## src/rtl/rv_pkg.sv

```systemverilog
// rtl/rv_pkg.sv - shared fetch/decode types, widths and opcode-field helpers
package rv_pkg;

    localparam int ADDR_W  = 8;
    localparam int INSTR_W = 32;

    localparam logic [INSTR_W-1:0] NOP_INSTR = 32'h0000_0013;

    localparam logic [6:0] OPC_SYSTEM = 7'b1110011;
    localparam logic [6:0] OPC_BRANCH = 7'b1100011;

    // Opcode field position, shared with decode.
    localparam int OPC_LSB = 0;
    localparam int OPC_MSB = 6;

    typedef enum logic [1:0] {
        ST_BOOT = 2'd0,
        ST_RUN  = 2'd1,
        ST_HALT = 2'd2
    } fetch_state_e;

    function automatic logic [6:0] opcode_of(input logic [INSTR_W-1:0] instr);
        return instr[OPC_MSB:OPC_LSB];
    endfunction

    // Redirect targets are forced onto a word boundary.
    function automatic logic [ADDR_W-1:0] word_align(input logic [ADDR_W-1:0] addr);
        return {addr[ADDR_W-1:2], 2'b00};
    endfunction

endpackage

```

## src/rtl/fetch_stage_if.sv

```systemverilog
// rtl/fetch_stage_if.sv - instruction-memory and IF/ID handshake bundle
//
// master : fetch side  (drives imem_addr and IF/ID contents)
// slave  : memory/decode side (drives imem_instr and id_ready)
interface fetch_if;

    logic [rv_pkg::ADDR_W-1:0]  imem_addr;
    logic [rv_pkg::INSTR_W-1:0] imem_instr;
    logic                       id_ready;
    logic                       if_id_valid;
    logic [rv_pkg::ADDR_W-1:0]  if_id_pc;
    logic [rv_pkg::INSTR_W-1:0] if_id_instr;

    modport master (
        output imem_addr,
        output if_id_valid,
        output if_id_pc,
        output if_id_instr,
        input  imem_instr,
        input  id_ready
    );

    modport slave (
        input  imem_addr,
        input  if_id_valid,
        input  if_id_pc,
        input  if_id_instr,
        output imem_instr,
        output id_ready
    );

endinterface

```

## src/rtl/fetch_stage_if_id_reg.sv

```systemverilog
// rtl/fetch_stage_if_id_reg.sv - IF/ID pipeline register with load/hold/flush
//
// Ports: clk, rst_n (sync active-low), i_load, i_flush, i_pc, i_instr,
//        o_valid, o_pc, o_instr.
// Flush wins over load; with neither asserted the contents hold.
module if_id_reg
    import rv_pkg::*;
#(
    parameter logic [INSTR_W-1:0] NOP = NOP_INSTR
) (
    input  logic               clk,
    input  logic               rst_n,
    input  logic               i_load,
    input  logic               i_flush,
    input  logic [ADDR_W-1:0]  i_pc,
    input  logic [INSTR_W-1:0] i_instr,
    output logic               o_valid,
    output logic [ADDR_W-1:0]  o_pc,
    output logic [INSTR_W-1:0] o_instr
);

    logic               r_valid;
    logic [ADDR_W-1:0]  r_pc;
    logic [INSTR_W-1:0] r_instr;

    always_ff @(posedge clk) begin
        if (!rst_n) begin
            r_valid <= 1'b0;
            r_pc    <= '0;
            r_instr <= NOP;
        end else if (i_flush) begin
            // pc is left as-is; only valid/instr define a bubble.
            r_valid <= 1'b0;
            r_instr <= NOP;
        end else if (i_load) begin
            r_valid <= 1'b1;
            r_pc    <= i_pc;
            r_instr <= i_instr;
        end
    end

    assign o_valid = r_valid;
    assign o_pc    = r_pc;
    assign o_instr = r_instr;

endmodule

```

## src/rtl/fetch_stage.sv

```systemverilog
// rtl/fetch_stage.sv - program counter, fetch FSM and IF/ID capture
//
// Ports: clk, rst_n (sync active-low), bus (fetch_if.master: imem_addr,
//        imem_instr, id_ready, if_id_valid/pc/instr), branch_taken,
//        branch_target, halted, misalign_err.
// Optional: FETCH_PERF_CNT_EN adds fetch_count / stall_count (saturating).
module fetch_stage #(
    parameter logic [rv_pkg::ADDR_W-1:0]  RESET_PC    = 8'h00,
    parameter logic [rv_pkg::INSTR_W-1:0] NOP_INSTR   = 32'h0000_0013,
    parameter logic [6:0]                 HALT_OPCODE = 7'b1110011
) (
    input  logic                      clk,
    input  logic                      rst_n,
    fetch_if.master                   bus,
    input  logic                      branch_taken,
    input  logic [rv_pkg::ADDR_W-1:0] branch_target,
    output logic                      halted,
    output logic                      misalign_err
`ifdef FETCH_PERF_CNT_EN
    ,
    output logic [15:0]               fetch_count,
    output logic [15:0]               stall_count
`endif
);

    import rv_pkg::*;

    fetch_state_e       r_state;
    logic [ADDR_W-1:0]  r_pc;
    logic               r_halted;
    logic               r_misalign;

    logic               w_valid;
    logic [ADDR_W-1:0]  w_id_pc;
    logic [INSTR_W-1:0] w_id_instr;

    logic w_redirect;
    logic w_stall;
    logic w_advance;
    logic w_drain;
    logic w_flush;
    logic w_is_halt;

    assign w_redirect = branch_taken;
    assign w_stall    = (r_state == ST_RUN) && !w_redirect && w_valid && !bus.id_ready;
    assign w_advance  = (r_state == ST_RUN) && !w_redirect && !w_stall;
    // In HALT the last instruction is handed off, then IF/ID empties.
    assign w_drain    = (r_state == ST_HALT) && !w_redirect && w_valid && bus.id_ready;
    assign w_flush    = w_redirect || w_drain;
    assign w_is_halt  = (opcode_of(bus.imem_instr) == HALT_OPCODE);

    always_ff @(posedge clk) begin
        if (!rst_n) begin
            r_state    <= ST_BOOT;
            r_pc       <= RESET_PC;
            r_halted   <= 1'b0;
            r_misalign <= 1'b0;
        end else begin
            r_misalign <= 1'b0;
            if (w_redirect) begin
                // Redirect is legal from every state and always resumes RUN.
                r_pc       <= word_align(branch_target);
                r_misalign <= (branch_target[1:0] != 2'b00);
                r_halted   <= 1'b0;
                r_state    <= ST_RUN;
            end else begin
                case (r_state)
                    ST_BOOT: r_state <= ST_RUN;
                    ST_RUN: begin
                        if (w_advance) begin
                            r_pc <= r_pc + ADDR_W'(4);
                            if (w_is_halt) begin
                                r_state  <= ST_HALT;
                                r_halted <= 1'b1;
                            end
                        end
                    end
                    ST_HALT: ;
                    default: r_state <= ST_BOOT;
                endcase
            end
        end
    end

    if_id_reg #(
        .NOP(NOP_INSTR)
    ) u_if_id (
        .clk     (clk),
        .rst_n   (rst_n),
        .i_load  (w_advance),
        .i_flush (w_flush),
        .i_pc    (r_pc),
        .i_instr (bus.imem_instr),
        .o_valid (w_valid),
        .o_pc    (w_id_pc),
        .o_instr (w_id_instr)
    );

    assign bus.imem_addr   = r_pc;
    assign bus.if_id_valid = w_valid;
    assign bus.if_id_pc    = w_id_pc;
    assign bus.if_id_instr = w_id_instr;
    assign halted          = r_halted;
    assign misalign_err    = r_misalign;

`ifdef FETCH_PERF_CNT_EN
    logic [15:0] r_fetch_cnt;
    logic [15:0] r_stall_cnt;

    always_ff @(posedge clk) begin
        if (!rst_n) begin
            r_fetch_cnt <= '0;
            r_stall_cnt <= '0;
        end else begin
            if (w_advance && (r_fetch_cnt != 16'hFFFF))
                r_fetch_cnt <= r_fetch_cnt + 16'd1;
            if (w_stall && (r_stall_cnt != 16'hFFFF))
                r_stall_cnt <= r_stall_cnt + 16'd1;
        end
    end

    assign fetch_count = r_fetch_cnt;
    assign stall_count = r_stall_cnt;
`endif

endmodule

```

## src/flat_wrapper.sv

```systemverilog
// flat-port wrapper written by rule: the top's interface ports become plain ports
module fetch_stage_flat import rv_pkg::*;
#(
    parameter logic [rv_pkg::ADDR_W-1:0]  RESET_PC    = 8'h00,
    parameter logic [rv_pkg::INSTR_W-1:0] NOP_INSTR   = 32'h0000_0013,
    parameter logic [6:0]                 HALT_OPCODE = 7'b1110011
)
  (clk, rst_n, branch_taken, branch_target, halted, misalign_err, bus_imem_addr, bus_if_id_valid, bus_if_id_pc, bus_if_id_instr, bus_imem_instr, bus_id_ready);
  fetch_if bus_i ();
  input  logic clk;
  input  logic rst_n;
  input  logic branch_taken;
  input  logic [rv_pkg::ADDR_W-1:0] branch_target;
  output logic halted;
  output logic misalign_err;
  output wire logic [$bits(bus_i.imem_addr)-1:0] bus_imem_addr;
  output wire logic [$bits(bus_i.if_id_valid)-1:0] bus_if_id_valid;
  output wire logic [$bits(bus_i.if_id_pc)-1:0] bus_if_id_pc;
  output wire logic [$bits(bus_i.if_id_instr)-1:0] bus_if_id_instr;
  input wire logic [$bits(bus_i.imem_instr)-1:0] bus_imem_instr;
  input wire logic [$bits(bus_i.id_ready)-1:0] bus_id_ready;
  assign bus_imem_addr = bus_i.imem_addr;
  assign bus_if_id_valid = bus_i.if_id_valid;
  assign bus_if_id_pc = bus_i.if_id_pc;
  assign bus_if_id_instr = bus_i.if_id_instr;
  assign bus_i.imem_instr = bus_imem_instr;
  assign bus_i.id_ready = bus_id_ready;
  fetch_stage #(.RESET_PC(RESET_PC), .NOP_INSTR(NOP_INSTR), .HALT_OPCODE(HALT_OPCODE)) u_core (.clk(clk), .rst_n(rst_n), .bus(bus_i), .branch_taken(branch_taken), .branch_target(branch_target), .halted(halted), .misalign_err(misalign_err));
endmodule
```

## config.mk

```make
export PLATFORM = sky130hd
export DESIGN_NAME = fetch_stage_flat
export DESIGN_NICKNAME = d
export VERILOG_FILES = /design/src/rtl/rv_pkg.sv /design/src/rtl/fetch_stage_if.sv /design/src/rtl/fetch_stage_if_id_reg.sv /design/src/rtl/fetch_stage.sv /design/src/flat_wrapper.sv
export SDC_FILE = /design/constraint.sdc
export NUM_CORES = 1
export LEC_CHECK = 0
export CORE_ASPECT_RATIO = 0.75
export CORE_MARGIN = 4
export CORE_UTILIZATION = 24
export DETAILED_ROUTE_END_ITERATION = 7
export SYNTH_ARGS = -nofsm -noshare
export SYNTH_HDL_FRONTEND = slang
export SYNTH_SLANG_ARGS = --single-unit
```

## constraint.sdc

```tcl
create_clock -name clk -period 2.1 [get_ports clk]
set_input_delay 0.42 -clock clk [delete_from_list [all_inputs] [get_ports clk]]
set_output_delay 0.42 -clock clk [all_outputs]
set_load 0.02 [all_outputs]
```

Word level (Yosys, flattened, before mapping)

Index checks and enable logic that the tools add are counted.

Register bits after elaboration: 53
Input port bits: 44
Output and inout bits: 51
Logic and storage cells: 52

$add $sub $neg: 1
Eq/ne operators: 8
Multiplexer cells: 7
Bitwise gates (word level): 3
Reduce and logical (&&, ||, !) cells: 24

Operator list:

| cell                                                   | number |
|---|---|
| 2-to-1 mux 8 bit                                       | 3 |
| AND reduction 3 bit                                    | 3 |
| adder 8 x 3 -> 8 bit (second input constant)           | 1 |
| AND reduction 2 bit                                    | 4 |
| == test 7 bit (second input constant)                  | 1 |
| logical AND 1 bit                                      | 7 |
| one-hot mux 2 bit (3 select lines)                     | 1 |
| nonzero test 2 bit                                     | 3 |
| 2-to-1 mux 2 bit                                       | 2 |
| inequality test 2 bit (second input constant)          | 2 |
| OR reduction 2 bit                                     | 2 |
| logical NOT 1 bit                                      | 3 |
| inequality test 3 x 2 -> 1 bit (second input constant) | 1 |
| inequality test 3 bit (second input constant)          | 1 |
| inverter 1 bit                                         | 3 |
| == test 2 x 1 -> 1 bit (second input constant)         | 1 |
| == test 2 bit (second input constant)                  | 1 |
| logical NOT 2 bit                                      | 1 |
| inequality test 2 x 1 -> 1 bit (second input constant) | 1 |
| logical OR 1 bit                                       | 1 |
| 2-to-1 mux 1 bit                                       | 1 |

Depth between registers and ports, before layout

Depth in word-level cells: 9
Mapped depth: 7
Depth with buffers taken out: 4

Modules after synthesis

A second synthesis with hierarchy kept.

Cell total of the unflattened synthesis: 207
Area, all modules: 2,117.0 sq um

Modules (own cells, without submodules):

| module      | instances | cells each | area each (sq um) | sequential area each (sq um) |
|---|---|---|---|---|
| if_id_reg   | 1         | 144        | 1,554.0           | 820.8 |
| fetch_stage | 1         | 63         | 563.0             | 200.2 |

Worst setup path after synthesis

Ideal clock, no wire load.

Path type: reg-to-reg
Start point: reg u_core.u_if_id.r_valid, in the netlist u_core.u_if_id.o_valid
End point: reg u_core.u_if_id.r_instr[20], in the netlist u_core.u_if_id.o_instr[20]
Setup time: 132 ps
Arrival time: 1,410 ps
Data required time: 1,968 ps
Setup slack: 557 ps
Stages on the path, launching flop included: 8
Path buffers: 3
Clock period less this slack: 1,543 ps
Cells stage by stage: dfxtp_1 > nor2b_1 > buf_2 > or3_1 > buf_6 > buf_6 > nand2_1 > a21oi_1

Longest elaborated chain between the ends: 4
Elaborated cells on any way between the ends: 8
Those cells by class: reduce/logical (8)

Ends and longest elaborated chain:

| element                                                                  | line                                 | RTL |
|---|---|---|
| start: declaration                                                       | fetch_stage_if_id_reg.sv:22          | `logic r_valid;` |
| start signal: assignment                                                 | fetch_stage_if_id_reg.sv:28          | `r_valid <= 1'b0;` |
| start signal: assignment                                                 | fetch_stage_if_id_reg.sv:33          | `r_valid <= 1'b0;` |
| start signal: assignment                                                 | fetch_stage_if_id_reg.sv:36          | `r_valid <= 1'b1;` |
| logical AND 1 bit (on tied branches) (2 in a row)                        | fetch_stage.sv:48, fetch_stage.sv:45 |  |
| logical OR 1 bit or logical NOT 1 bit (tied branches)                    | fetch_stage.sv:49, fetch_stage.sv:46 |  |
| OR reduction 2 bit (no source line) or logical AND 1 bit (tied branches) | --                                   |  |
| end signal: assignment                                                   | fetch_stage_if_id_reg.sv:38          | `r_instr <= i_instr;` |
| end: declaration                                                         | fetch_stage_if_id_reg.sv:24          | `logic [INSTR_W-1:0] r_instr;` |

Parallel ways exist; a longest one is shown, timed or not.
A chain may end at the register's enable or synchronous reset.

Worst setup path in the final report

Start point: in bus_id_ready
End point: reg u_core.u_if_id.r_pc[7], in the netlist u_core.u_if_id.o_pc[7]

Longest elaborated chain between the ends: 5
Elaborated cells on any way between the ends: 8
Those cells by class: bitwise (1); reduce/logical (7)

Ends and longest elaborated chain:

| element                                  | line                        | RTL |
|---|---|---|
| start: declaration                       | flat_wrapper.sv:21          | `input wire logic [$bits(bus_i.id_ready)-1:0] bus_id_ready;` |
| logical NOT 1 bit                        | fetch_stage.sv:45           | `assign w_stall = (r_state == ST_RUN) && !w_redirect && w_valid && !bus.id_ready;` |
| logical AND 1 bit                        | fetch_stage.sv:45           |  |
| logical NOT 1 bit                        | fetch_stage.sv:46           | `assign w_advance = (r_state == ST_RUN) && !w_redirect && !w_stall;` |
| logical AND 1 bit                        | fetch_stage.sv:46           |  |
| AND reduction 2 bit (no source line) (*) | --                          |  |
| end signal: assignment                   | fetch_stage_if_id_reg.sv:37 | `r_pc <= i_pc;` |
| end: declaration                         | fetch_stage_if_id_reg.sv:23 | `logic [ADDR_W-1:0] r_pc;` |

Mark *: on every way between the ends. The rest lies on a longest branch, timed or not.

==> impl_metrics.sql <==
INSERT INTO impl_metrics (metric_group, metric, value, unit) VALUES
('routing', 'drt_iter0_markers', '56', ''),
('worst_hold_path', 'min_from', 'u_core.u_if_id.o_instr[6]', ''),
('clocking', 'ctsResizeCount', '0', ''),
('logic_synthesis', 'synth_simple_gate_area_share', '22.9', '%'),
('finish', 'ff_latch_area', '981', 'um2'),
('timing', 'final.setup_skew', '6.38', 'ps'),
('finish', 'area_of_the_multi_input_gates', '810', 'um2'),
('clocking', 'tritoncts', 'done', ''),
('placed_design', 'numPortBuffers', '90', ''),
('floorplan', 'die_area', '9440', 'um2'),
('global_route', 'antenna_found_initial', '0', ''),
('routing', 'detail_route.first_pass.iterations', '4', ''),
('global_route', 'largest_net_degree_at_the_start_of_global_routing', '35', ''),
('global_route', 'first_global_vias', '1647', ''),
('global_route', 'first_pass_grt_wire_length', '8.48', 'mm'),
('setup_path', 'start_kind', 'input port', ''),
('routing', 'wl', '5.32', 'mm'),
('floorplan', 'die_width', '111', 'um'),
('clocking', 'clkTransAtPathRegs', '90', 'ps'),
('finish', 'mostFrequentLayoutCells', 'sky130_fd_sc_hd__clkdlybuf4s50_1, sky130_fd_sc_hd__nand2_1, sky130_fd_sc_hd__dfxtp_1, sky130_fd_sc_hd__a21oi_1', ''),
('timing', 'final_max_slew_violation_count', '0', ''),
('logic_synthesis', 'synth-edff-count', '0', ''),
('routing', 'via_total_after_detailed_routing', '1805', ''),
('placed_design', 'gp_congestion', '0.776', ''),
('clocking', 'cts_sinks', '49', ''),
('timing', 'hold-worst-slack', '456', 'ps'),
('power', 'seq_power_share', '51.9', '%'),
('clocking', 'cts_inserted_buffers', '5', ''),
('finish', 'most_common_cell_after_layout_fill_and_taps_aside', 'sky130_fd_sc_hd__clkdlybuf4s50_1', ''),
('clocking', 'worstSkewPairLatency', '290', 'ps'),
('logic_synthesis', 'seq_area_frac_synth', '51.5', '%'),
('timing', 'timing_worst_slew_pin_value', '621', 'ps'),
('logic_synthesis', 'syn_avg_cell_area', '8.21', 'um2'),
('logic_synthesis', 'dominant_register_cell_in_the_synthesized_netlist', 'sky130_fd_sc_hd__dfxtp_1', ''),
('routing', 'avg_wl_per_cell', '12.6', 'um'),
('setup_path', 'crit_path_top_delay_cell', 'sky130_fd_sc_hd__nor2b_1', ''),
('worst_hold_path', 'hold_path_class', 'reg2reg', ''),
('power', 'p_sw_share', '24.9', '%'),
('routing', 'routed_via_density', '4.27', ''),
('logic_synthesis', 'combinational_family_with_the_most_area_after_synthesis', 'simple AND/OR/NAND/NOR gates', ''),
('clocking', 'cts_hold_buffers', '0', ''),
('timing', 'period_minus_slack', '1850', 'ps'),
('floorplan', 'die-height', '85.2', 'um'),
('clocking', 'cts-htree-levels', '2', ''),
('finish', 'post-route-cell-area', '3020', 'um2'),
('timing', 'rsz_0062_raised_after_global_routing', 'false', ''),
('placed_design', 'detailed_place_hpwl', '3.90', 'mm'),
('power', 'pwr_density_cell', '627', 'nW/um2'),
('logic_synthesis', 'synth_compound_gate_area_share', '14.4', '%'),
('finish', 'drive_gt1_share', '5.28', '%'),
('setup_path', 'regToRegSetupSlack', '410', 'ps'),
('logic_synthesis', 'ys_warn_count', '0', ''),
('logic_synthesis', 'yosysUniqueCellTypes', '29', ''),
('logic_synthesis', 'synthArstFlopShare', '0', '%'),
('outcome', 'run_status', 'completed', ''),
('setup_path', 'reg2reg_to', 'u_core.u_if_id.o_pc[7]', ''),
('timing', 'final-hold-violation-count', '0', ''),
('clocking', 'cts_root_buf', 'sky130_fd_sc_hd__clkbuf_8', ''),
('logic_synthesis', 'muxShareOfSynthArea', '1.05', '%'),
('finish', 'fillCellCount', '772', ''),
('power', 'p_switching', '0.471', 'mW'),
('setup_path', 'worstRegToRegCells', '5', ''),
('run', 'max_cap_viol_count', '0', ''),
('floorplan', 'number_of_ports_placed_on_the_die_boundary', '95', ''),
('setup_path', 'cp_data_arrival_time', '2070', 'ps'),
('timing', 'post-route-period-util', '88.0', '%'),
('timing', 'finalSetupViolations', '0', ''),
('logic_synthesis', 'postSynthRegisterBits', '49', ''),
('finish', 'layout-area-overhead-vs-synth', '58.2', '%'),
('routing', 'detail_route.drc_violations', '0', ''),
('setup_path', 'cpPeakStageDelay', '510', 'ps');
## worst min-delay path by stage
stage	depth (start not counted)	end	slack, ps
final	2	u_core.u_if_id.o_instr[6]	460
after global routing	2	u_core.u_if_id.o_instr[31]	480
after CTS	2	u_core.u_if_id.o_instr[22]	460
after detailed placement	2	u_core.u_if_id.o_instr[22]	450
after global placement	2	u_core.u_if_id.o_instr[29]	440
after floorplan	3	u_core.r_state[1]	510
## final cells by class
class / count / area share, %
Clock buffer: 7 / 3.20
Tap cell: 101 / 4.19
Sequential cell: 49 / 32.5
Inverter: 3 / 0.373
Clock inverter: 1 / 0.166
Timing Repair Buffer: 98 / 32.7
Multi-Input combinational cell: 164 / 26.8
## flip-flops by register name (all words and copies together) (netlist names)
name,cells
u_core.bus.imem_addr,6
u_core.u_if_id.o_valid,1
u_core.misalign_err,1
u_core.u_if_id.o_pc,6
u_core.u_if_id.o_instr,32
u_core.halted,1
u_core.r_state,2
## per-stage QoR
stage / util (%) / setup slack (ps) / power, mW / setup TNS, ps / instances
floorplan: - / 557 / 1.14 / 0 / 235
global placement: 38.7 / -18.6 / 1.31 / -18.6 / 415
detailed placement: 38.7 / -107 / 1.31 / -1270 / 415
CTS: 40.0 / 227 / 1.93 / 0 / 423
global route: 40.0 / 37.9 / 1.99 / 0 / 423
finish: 40.0 / 251 / 1.89 / 0 / 423
## worst max-delay path, delay by kind of cell
kind / cells / cell delay, ps
AO/OA/AOI/OAI: 1 / 170
buffers and inverters: 2 / 660
AND/OR/NAND/NOR: 3 / 810
## layer usage
layer	vias to the layer above	global-route usage, %	routed length (um)
li1	931	-	-
met1	793	15.8	2740
met2	79	15.3	2120
met3	2	4.28	434
met4	0	1.68	12
met5	-	0	0
## Yosys cell counts (all sizes together), types with 3 or more instances
library cell / count / area [um2]
nand2: 78 / 293
a21oi: 35 / 175
dfxtp: 49 / 981
inv: 3 / 11.3
nand3: 3 / 15.0
nor2: 7 / 26.3
a21boi: 6 / 45.0
clkbuf: 6 / 22.5
xnor2: 5 / 43.8
o21ai: 7 / 35.0
nand3b: 3 / 22.5
buf: 13 / 98.8
## power groups by stage
stage	logic, mW	clock network (mW)	registers (mW)
after global placement	0.307	0	1.00
after CTS	0.309	0.637	0.983
after global routing	0.333	0.672	0.987
after detailed placement	0.307	0	1.00
final	0.305	0.604	0.982
after floorplan	0.109	0	1.03
## cell families (layout without fill, tap and decap cells)
kind of cell	Yosys count	in the layout
fa+ha+maj	1	1
xor+xnor	5	5
compound gates	50	50
buf+inv	22	109
mux	2	2
other cells	1	4
flops	49	49
simple gates	102	102
(Power assumes the default switching activity.)
